### src/rtl/ps2_pkg.sv
// Shared types and constants for the PS/2 keyboard receive path.
package ps2_pkg;

  typedef enum logic [1:0] {
    IDLE   = 2'd0,
    DATA   = 2'd1,
    PARITY = 2'd2,
    STOP   = 2'd3
  } ps2_state_t;

  localparam logic [7:0] PS2_EXT = 8'hE0;
  localparam logic [7:0] PS2_BRK = 8'hF0;

  typedef struct packed {
    logic       ext;
    logic       brk;
    logic [7:0] data;
  } ps2_entry_t;

  // A frame is good when data plus parity hold an odd number of ones and the stop bit is high.
  function automatic logic ps2_frame_ok(input logic [7:0] d, input logic p, input logic stop);
    return (^{d, p}) & stop;
  endfunction

endpackage

### src/rtl/sync_fifo_fwft.sv
// Circular first-word-fall-through FIFO; head is visible combinationally while not empty.
module sync_fifo_fwft #(
  parameter  int DEPTH = 8,
  parameter  int WIDTH = 10,
  localparam int AW    = $clog2(DEPTH),
  localparam int CW    = $clog2(DEPTH + 1)
) (
  input  logic             clk,
  input  logic             rst,
  input  logic             i_push,
  input  logic [WIDTH-1:0] i_wdata,
  input  logic             i_pop,
  output logic [WIDTH-1:0] o_rdata,
  output logic             o_full,
  output logic             o_empty,
  output logic [CW-1:0]    o_count
);

  logic [WIDTH-1:0] r_mem [DEPTH];
  logic [AW-1:0]    r_wptr;
  logic [AW-1:0]    r_rptr;
  logic [CW-1:0]    r_count;
  logic             w_pop;
  logic             w_push;

  assign o_empty = (r_count == '0);
  assign o_full  = (r_count == CW'(DEPTH));
  // A pop on an empty FIFO is ignored; a push into a full FIFO only lands if a pop frees the slot.
  assign w_pop   = i_pop && !o_empty;
  assign w_push  = i_push && (!o_full || w_pop);
  assign o_count = r_count;
  // Empty FIFO presents zero rather than stale RAM contents.
  assign o_rdata = o_empty ? '0 : r_mem[r_rptr];

  // Storage write; contents need no reset since reads are masked while empty.
  always_ff @(posedge clk) begin
    if (w_push) r_mem[r_wptr] <= i_wdata;
  end

  // Pointer and occupancy bookkeeping.
  always_ff @(posedge clk) begin
    if (rst) begin
      r_wptr  <= '0;
      r_rptr  <= '0;
      r_count <= '0;
    end else begin
      if (w_push) r_wptr <= r_wptr + AW'(1);
      if (w_pop)  r_rptr <= r_rptr + AW'(1);
      case ({w_push, w_pop})
        2'b10:   r_count <= r_count + CW'(1);
        2'b01:   r_count <= r_count - CW'(1);
        default: r_count <= r_count;
      endcase
    end
  end

endmodule

### src/rtl/ps2_rx_fifo.sv
// PS/2 device-to-host receiver: synchronise pins, deframe, decode E0/F0 prefixes, queue scancodes.
module ps2_rx_fifo
  import ps2_pkg::*;
#(
  parameter int FIFO_DEPTH     = 8,
  parameter int SYNC_STAGES    = 2,
  parameter int TIMEOUT_CYCLES = 5000,
  parameter int DECODE_PREFIX  = 1
) (
  input  logic                            clk,
  input  logic                            rst,
  input  logic                            ps2_clk,
  input  logic                            ps2_data,
  output logic                            rd_valid,
  input  logic                            rd_ready,
  output logic [7:0]                      rd_data,
  output logic                            rd_ext,
  output logic                            rd_brk,
  output logic [$clog2(FIFO_DEPTH+1)-1:0] count,
  output logic                            frame_err,
  output logic                            overflow,
  input  logic                            err_clr
);

  localparam int                WD_W    = $clog2(TIMEOUT_CYCLES + 1);
  localparam logic [WD_W-1:0]   WD_LAST = WD_W'(TIMEOUT_CYCLES - 1);

  logic [SYNC_STAGES-1:0] r_clk_sync;
  logic [SYNC_STAGES-1:0] r_dat_sync;
  logic                   r_clk_hist;
  logic                   w_clk_s;
  logic                   w_dat_s;
  logic                   w_fall;

  ps2_state_t             r_state;
  logic [2:0]             r_idx;
  logic [7:0]             r_shift;
  logic                   r_par;
  logic [WD_W-1:0]        r_wdog;
  logic                   r_ext_pend;
  logic                   r_brk_pend;
  logic                   r_push;
  ps2_entry_t             r_entry;
  logic                   r_frame_err;
  logic                   r_overflow;

  logic                   w_good;
  logic                   w_bad;
  logic                   w_timeout;
  logic                   w_full;
  logic                   w_empty;
  logic                   w_drop;
  ps2_entry_t             w_head;

  assign w_clk_s = r_clk_sync[SYNC_STAGES-1];
  assign w_dat_s = r_dat_sync[SYNC_STAGES-1];
  assign w_fall  = r_clk_hist & ~w_clk_s;

  // Pin synchronisers plus one history flop on the clock line for falling-edge detection.
  always_ff @(posedge clk) begin
    if (rst) begin
      r_clk_sync <= '1;
      r_dat_sync <= '1;
      r_clk_hist <= 1'b1;
    end else begin
      r_clk_sync <= {r_clk_sync[SYNC_STAGES-2:0], ps2_clk};
      r_dat_sync <= {r_dat_sync[SYNC_STAGES-2:0], ps2_data};
      r_clk_hist <= w_clk_s;
    end
  end

  assign w_good    = ps2_frame_ok(r_shift, r_par, w_dat_s);
  assign w_bad     = w_fall && (r_state == STOP) && !w_good;
  // The watchdog fires on the edge where it would reach TIMEOUT_CYCLES; a sample edge rearms it instead.
  assign w_timeout = (r_state != IDLE) && !w_fall && (r_wdog == WD_LAST);

  // Deframer FSM with watchdog and prefix tracking; a good byte is handed to the FIFO one edge later.
  always_ff @(posedge clk) begin
    if (rst) begin
      r_state    <= IDLE;
      r_idx      <= '0;
      r_wdog     <= '0;
      r_ext_pend <= 1'b0;
      r_brk_pend <= 1'b0;
      r_push     <= 1'b0;
    end else begin
      r_push <= 1'b0;
      if (r_state == IDLE || w_fall) r_wdog <= '0;
      else                           r_wdog <= r_wdog + WD_W'(1);

      if (w_timeout) begin
        r_state <= IDLE;
      end else if (w_fall) begin
        case (r_state)
          IDLE: begin
            if (!w_dat_s) begin
              r_state <= DATA;
              r_idx   <= '0;
            end
          end
          DATA: begin
            r_shift[r_idx] <= w_dat_s;
            r_idx          <= r_idx + 3'd1;
            if (r_idx == 3'd7) r_state <= PARITY;
          end
          PARITY: begin
            r_par   <= w_dat_s;
            r_state <= STOP;
          end
          STOP: begin
            r_state <= IDLE;
            if (w_good) begin
              if (DECODE_PREFIX != 0 && r_shift == PS2_EXT) begin
                r_ext_pend <= 1'b1;
              end else if (DECODE_PREFIX != 0 && r_shift == PS2_BRK) begin
                r_brk_pend <= 1'b1;
              end else begin
                r_push     <= 1'b1;
                r_entry    <= {r_ext_pend, r_brk_pend, r_shift};
                r_ext_pend <= 1'b0;
                r_brk_pend <= 1'b0;
              end
            end
          end
          default: r_state <= IDLE;
        endcase
      end
    end
  end

  // A push is lost only when the FIFO is full and the reader is not taking the head this cycle.
  assign w_drop = r_push && w_full && !rd_ready;

  // Sticky error flags; a fresh error in the clearing cycle keeps the flag set.
  always_ff @(posedge clk) begin
    if (rst) begin
      r_frame_err <= 1'b0;
      r_overflow  <= 1'b0;
    end else begin
      r_frame_err <= (r_frame_err & ~err_clr) | w_bad | w_timeout;
      r_overflow  <= (r_overflow & ~err_clr) | w_drop;
    end
  end

  sync_fifo_fwft #(
    .DEPTH (FIFO_DEPTH),
    .WIDTH ($bits(ps2_entry_t))
  ) u_fifo (
    .clk     (clk),
    .rst     (rst),
    .i_push  (r_push),
    .i_wdata (r_entry),
    .i_pop   (rd_ready),
    .o_rdata (w_head),
    .o_full  (w_full),
    .o_empty (w_empty),
    .o_count (count)
  );

  assign rd_valid  = !w_empty;
  assign rd_data   = w_head.data;
  assign rd_ext    = w_head.ext;
  assign rd_brk    = w_head.brk;
  assign frame_err = r_frame_err;
  assign overflow  = r_overflow;

endmodule

### config.mk
export PLATFORM = sky130hd
export DESIGN_NAME = ps2_rx_fifo
export DESIGN_NICKNAME = d
export VERILOG_FILES = /design/src/rtl/ps2_pkg.sv /design/src/rtl/sync_fifo_fwft.sv /design/src/rtl/ps2_rx_fifo.sv
export SDC_FILE = /design/constraint.sdc
export NUM_CORES = 1
export LEC_CHECK = 0
export ABC_AREA = 1
export ABC_CLOCK_PERIOD_IN_PS = 6300
export CORE_UTILIZATION = 45
export CTS_BUF_LIST = sky130_fd_sc_hd__clkbuf_8
export CTS_CLUSTER_DIAMETER = 150
export CTS_CLUSTER_SIZE = 14
export DETAILED_ROUTE_END_ITERATION = 16
export PLACE_DENSITY = 0.63
export SLEW_MARGIN = 20
export SYNTH_ARGS = -nofsm -noshare
export SYNTH_HDL_FRONTEND = slang
export SYNTH_HIERARCHICAL = 1
export SYNTH_SLANG_ARGS = --single-unit
### constraint.sdc
create_clock -name clk -period 6.3 [get_ports clk]
set_clock_uncertainty 0.2 [all_clocks]
set_input_delay 1.575 -clock clk [delete_from_list [all_inputs] [get_ports clk]]
set_output_delay 1.575 -clock clk [all_outputs]
set_load 0.01 [all_outputs]
# Word-level counts from Yosys, hierarchy flattened
# Memory sizes are Yosys's and may differ from the RTL's. A register that Yosys moved wholly into a read port is not among the register bits.
# Cells that the tools add are included.
[word_totals]
ram_bits = 80
ff_bits = 57
mem_count = 1
wordCells = 107
inputBits = 6
output_inout_bits = 17
[memory_table]
columns = ["name", "depth", "width", "read_ports", "rd_ports_with_merged_regs", "write_ports", "line", "rtl"]
rows = [
  ["u_fifo.r_mem", 8, 10, 1, 1, 1, "sync_fifo_fwft.sv:19", "logic [WIDTH-1:0] r_mem [DEPTH];"],
]
[op_classes]
n_bitwise = 16
addsub = 6
n_reduce_logical = 32
eq_ne = 13
mux = 18
order_cmp = 2
[op_table]
columns = ["cell", "count"]
rows = [
  ["$eq 8x8->1 const B", 2],
  ["$add 13x1->13 const B", 1],
  ["$eq 13x13->1 const B", 1],
  ["$reduce_and 4->1", 3],
  ["$mux 10", 1],
  ["$reduce_and 5->1", 2],
  ["$add 3x1->3 const B", 3],
  ["$logic_and 1x1->1", 9],
  ["$mux 3", 3],
  ["$not 1->1", 9],
  ["$reduce_xor 9->1", 1],
  ["$bwmux 8", 1],
  ["$pmux 2 s4", 1],
  ["$pmux 4 s2", 1],
  ["$mux 1", 7],
  ["$reduce_and 7->1", 1],
  ["$eq 2x2->1 const B", 3],
  ["$ne 2x2->1 const B", 3],
  ["$pmux 3 s2", 1],
  ["$reduce_bool 2->1", 3],
  ["$reduce_or 6->1", 1],
  ["$logic_not 1->1", 5],
  ["$add 4x1->4 const B", 1],
  ["$and 1x1->1", 4],
  ["14 further kinds", 20],
]

# Depth between registers and ports, before layout
[depth]
word_depth = 7
depth_mapped = 13
mapped_depth_nobuf = 13

# Hierarchy
# Netlist, hierarchy kept.
[by_module_without_submodules]
columns = ["module", "instances", "area_each_um2", "cells_per_inst", "seq_area_each_um2"]
rows = [
  ["sync_fifo_fwft", 1, 3873.7, 333, 2662.6],
  ["ps2_rx_fifo", 1, 2092.0, 249, 1131.1],
]

# Least setup slack after synthesis
# No wires, ideal clock.
[synth_timing]
path_kind = "input -> register"
from = "input port rst"
to = "register r_entry[0] in the netlist's numbering (enable)"
t_required_ns = 5.696
slack_ns = 2.616
setup_time_ns = 0.404
path_stages = 4
n_path_buf = 1
arrival_ns = 3.081
path_cell_list = "clkbuf_1 nor2_1 nand2_1 nor4_1"
[synth_between]
elab_chain_cells = 2
[synth_lines]
columns = ["item", "line", "rtl"]
rows = [
  ["from (decl)", "ps2_rx_fifo.sv:11", "input logic rst,"],
  ["$not 1->1 (no line)", "-", ""],
  ["$reduce_and 7->1 (no line)", "-", ""],
  ["to (signal assigned)", "ps2_rx_fifo.sv:119", "r_entry <= {r_ext_pend, r_brk_pend, r_shift};"],
  ["to (decl)", "ps2_rx_fifo.sv:43", "ps2_entry_t r_entry;"],
]
# No other way between the ends.
# A chain may end at the register's enable or synchronous reset.

==> impl_metrics.yaml <==
sta:
  slew_headroom_pct: 29.6
  post-route-period-util_pct: 72.7
  setup_tns_ns: 0
  max_freq_mhz: 218
  tightest_slew_ns: 1.06
  layout_min_cycle_time_ns: 4.58
  slew_viol_final: 0
  rsz0062_at_grt: "no"
  finalHoldViolations: 0
  whs_ns: 0.216
  setup_violations: 0
power:
  power_mw: 2.29
  p_per_area_mw_per_mm2: 341
  ir_worst_vdd_mv: 0.136
  p_leak_nw: 2.39
detailed_routing:
  wl_um: 11400
  post-route-drc-count: 0
  wl_per_cell_um: 14.4
  firstDrtPassIters: 4
  vias_per_cell: 5.08
  vias: 4030
  postRouteAntennaNets: 0
  drt_iter0_drc: 225
synthesis:
  syn_area_mm2: 0.00597
  synth_area_leaders: "edfxtp_1, dfxtp_1, nor2_1"
  netlist.area_leader.share_pct: 49.8
  yosysSeqAreaShare_pct: 63.6
  ys_types: 38
  synth_top_cells_by_count: "nor2_1, edfxtp_1, nand2_1, inv_1, dfxtp_1"
  synth-edff-count: 99
  synth_flop_cell: "edfxtp_1"
  syn_nets: 601
  synth_top_area_cell: "edfxtp_1"
  synth.avg_cell_area_um2: 10.3
  ys_ff_latch: 140
  ys_warn_count: 6
  netlist_instances: 582
  async_reset_ff_share_pct: 0
  yosysMostFrequentCell: "nor2_1"
min_path:
  min_from: "r_clk_sync[0]"
  whs_endpoint: "r_clk_sync[1]"
  hp-class: "reg -> reg"
  min_path_cells: 1
clocking:
  clkSinkCount: 140
  numCtsBuffers: 17
  clk_pin_slew_ns: 0.07
  cts_tree: "done"
  postCtsSetupBuffers: 0
  clock_latency_ns: 0.44
  cts_htree_levels: 4
  cts.repair.resized: 0
  cts-root-buf: "clkbuf_8"
  clockBufferDepth: 2
  cts_hold_buf: 0
final_layout:
  multi_input_area_mm2: 0.00189
  fillers: 1135
  n_antenna_cell: 0
  area_growth_pct: 12.6
  drive_gt1_share_pct: 10.5
  nets: 628
  seqCellArea_mm2: 0.00379
global_route:
  grt_pass1_vias: 3960
  antenna_found_initial: 0
  grt_max_degree: 42
  grt_first_pass_wirelength_um: 18400
  grt_usage_pct: 18.2
  grt.overflow.total: 0
critical_path:
  crit_path_start_kind: "flop"
  rr_startpoint: "r_shift[6]"
  reg2reg_depth: 11
  endpoint_kind: "output pin"
  critPathRequiredTime_ns: 4.53
  r2r-end: "r_entry[9]"
  critPathArrivalTime_ns: 2.81
  criticalPathCategory: "reg -> out"
  crit_fanout: 31
  timing.reg2reg.setup_slack_ns: 3.90
floorplan:
  die_x_um: 117
  core_area_mm2: 0.0128
  initial_core_util_pct: 46.7
  die-height_um: 117
  die-area_mm2: 0.0137
  num_rows: 41
  num_io_pins: 23
status:
  outcome: "finished clean"
placed_design:
  dp_hpwl_um: 7740
  numPortBuffers: 22
  gp_routability_congestion: 0.819
run:
  maxCapViolCount: 0
## state kept, by name, indices dropped and copies added (netlist names), named ones only
register / cells
r_entry: 10
frame_err: 1
r_ext_pend: 1
u_fifo/r_mem: 80
r_push: 1
r_shift: 8
u_fifo/o_count: 4
r_clk_hist: 1
r_idx: 3
r_state: 2
r_wdog: 13
r_clk_sync: 2
r_brk_pend: 1
r_par: 1
r_dat_sync: 2
overflow: 1
u_fifo/r_rptr: 3
u_fifo/r_wptr: 3
## worst max-delay path: stages, from the launching register on
cell and delay [ns]:
dfxtp_1 1.02, inv_1 0.42, o21ai_1 0.20, o22ai_1 0.09, nor2_1 0.10, nor2_1 0.06
clkdlybuf4s50_1 0.47
## layout by cell type, fill, tap and decap left out, types with 2 or more instances in the layout
master and n:
a21oi_1 22, bufinv_16 2, clkbuf_8 17, clkdlybuf4s50_1 22
clkinv_1 2, clkinv_2 4, clkinvlp_4 4, dfxtp_1 41
edfxtp_1 99, ha_1 12, inv_1 56, inv_2 5
nand2_1 84, nand2_2 5, nand2_4 3, nand3_1 11
nand4_1 4, nor2_1 107, nor2_2 9, nor3_1 10
o211ai_1 10, o21ai_0 22, o21ai_1 33, o22ai_1 10
or2_2 6, xor2_1 4
## layer usage
| layer | up-vias | GRT usage [%] | part of all wire (%) |
|---|---|---|---|
| li1 | 2015 | - | - |
| met3 | 22 | 5.41 | 4.4 |
| met5 | - | 0 | 0 |
| met1 | 1910 | 21.4 | 44 |
| met2 | 83 | 31.1 | 50 |
| met4 | 0 | 7.34 | 1.9 |
## cell families (layout without fill, tap and decap cells)
group	Yosys count	after routing	synth area share (%)
AND/OR/NAND/NOR	249	249	18.6
flip-flops	140	140	63.6
buffers and inverters	74	114	4.93
AO/OA/AOI/OAI	101	101	9.31
adder cells (fa/ha/maj)	13	13	2.85
XOR/XNOR	5	5	0.734
## metrics by stage
stage                     setup WS, ns  util (%)  cells  instance area, um^2
after floorplan                   2.62         -    582                 5970
after global placement            2.15      49.7    762                 6340
after detailed placement          2.03      49.7    762                 6340
after CTS                         1.77      52.5    794                 6710
after global routing              1.53      52.6    794                 6720
final                             1.72      52.6    794                 6720
## worst max-delay path by stage
stage               from    endpoint  slack [ns]
floorplan            rst  r_entry[0]        2.62
finish              flop  rd_data[2]        1.72
CTS                 flop      rd_brk        1.77
global placement     rst  r_entry[1]        2.15
detailed placement   rst  r_entry[6]        2.03
global route        flop  rd_data[1]        1.53
## final cells by class
type	count	share of cell area, %
Clock buffer	17	3.48
Tap cell	172	3.20
Timing Repair Buffer	23	3.39
Clock inverter	15	1.99
Multi-Input combinational cell	368	28.2
Sequential cell	140	56.5
Inverter	59	3.30
## power by group
part / internal, mW / switching [mW]
Sequential: 0.993 / 0.0370
Clock: 0.342 / 0.333
Combinational: 0.244 / 0.341
Total: 1.58 / 0.710
Note: power is estimated with default switching activity, not from simulation.
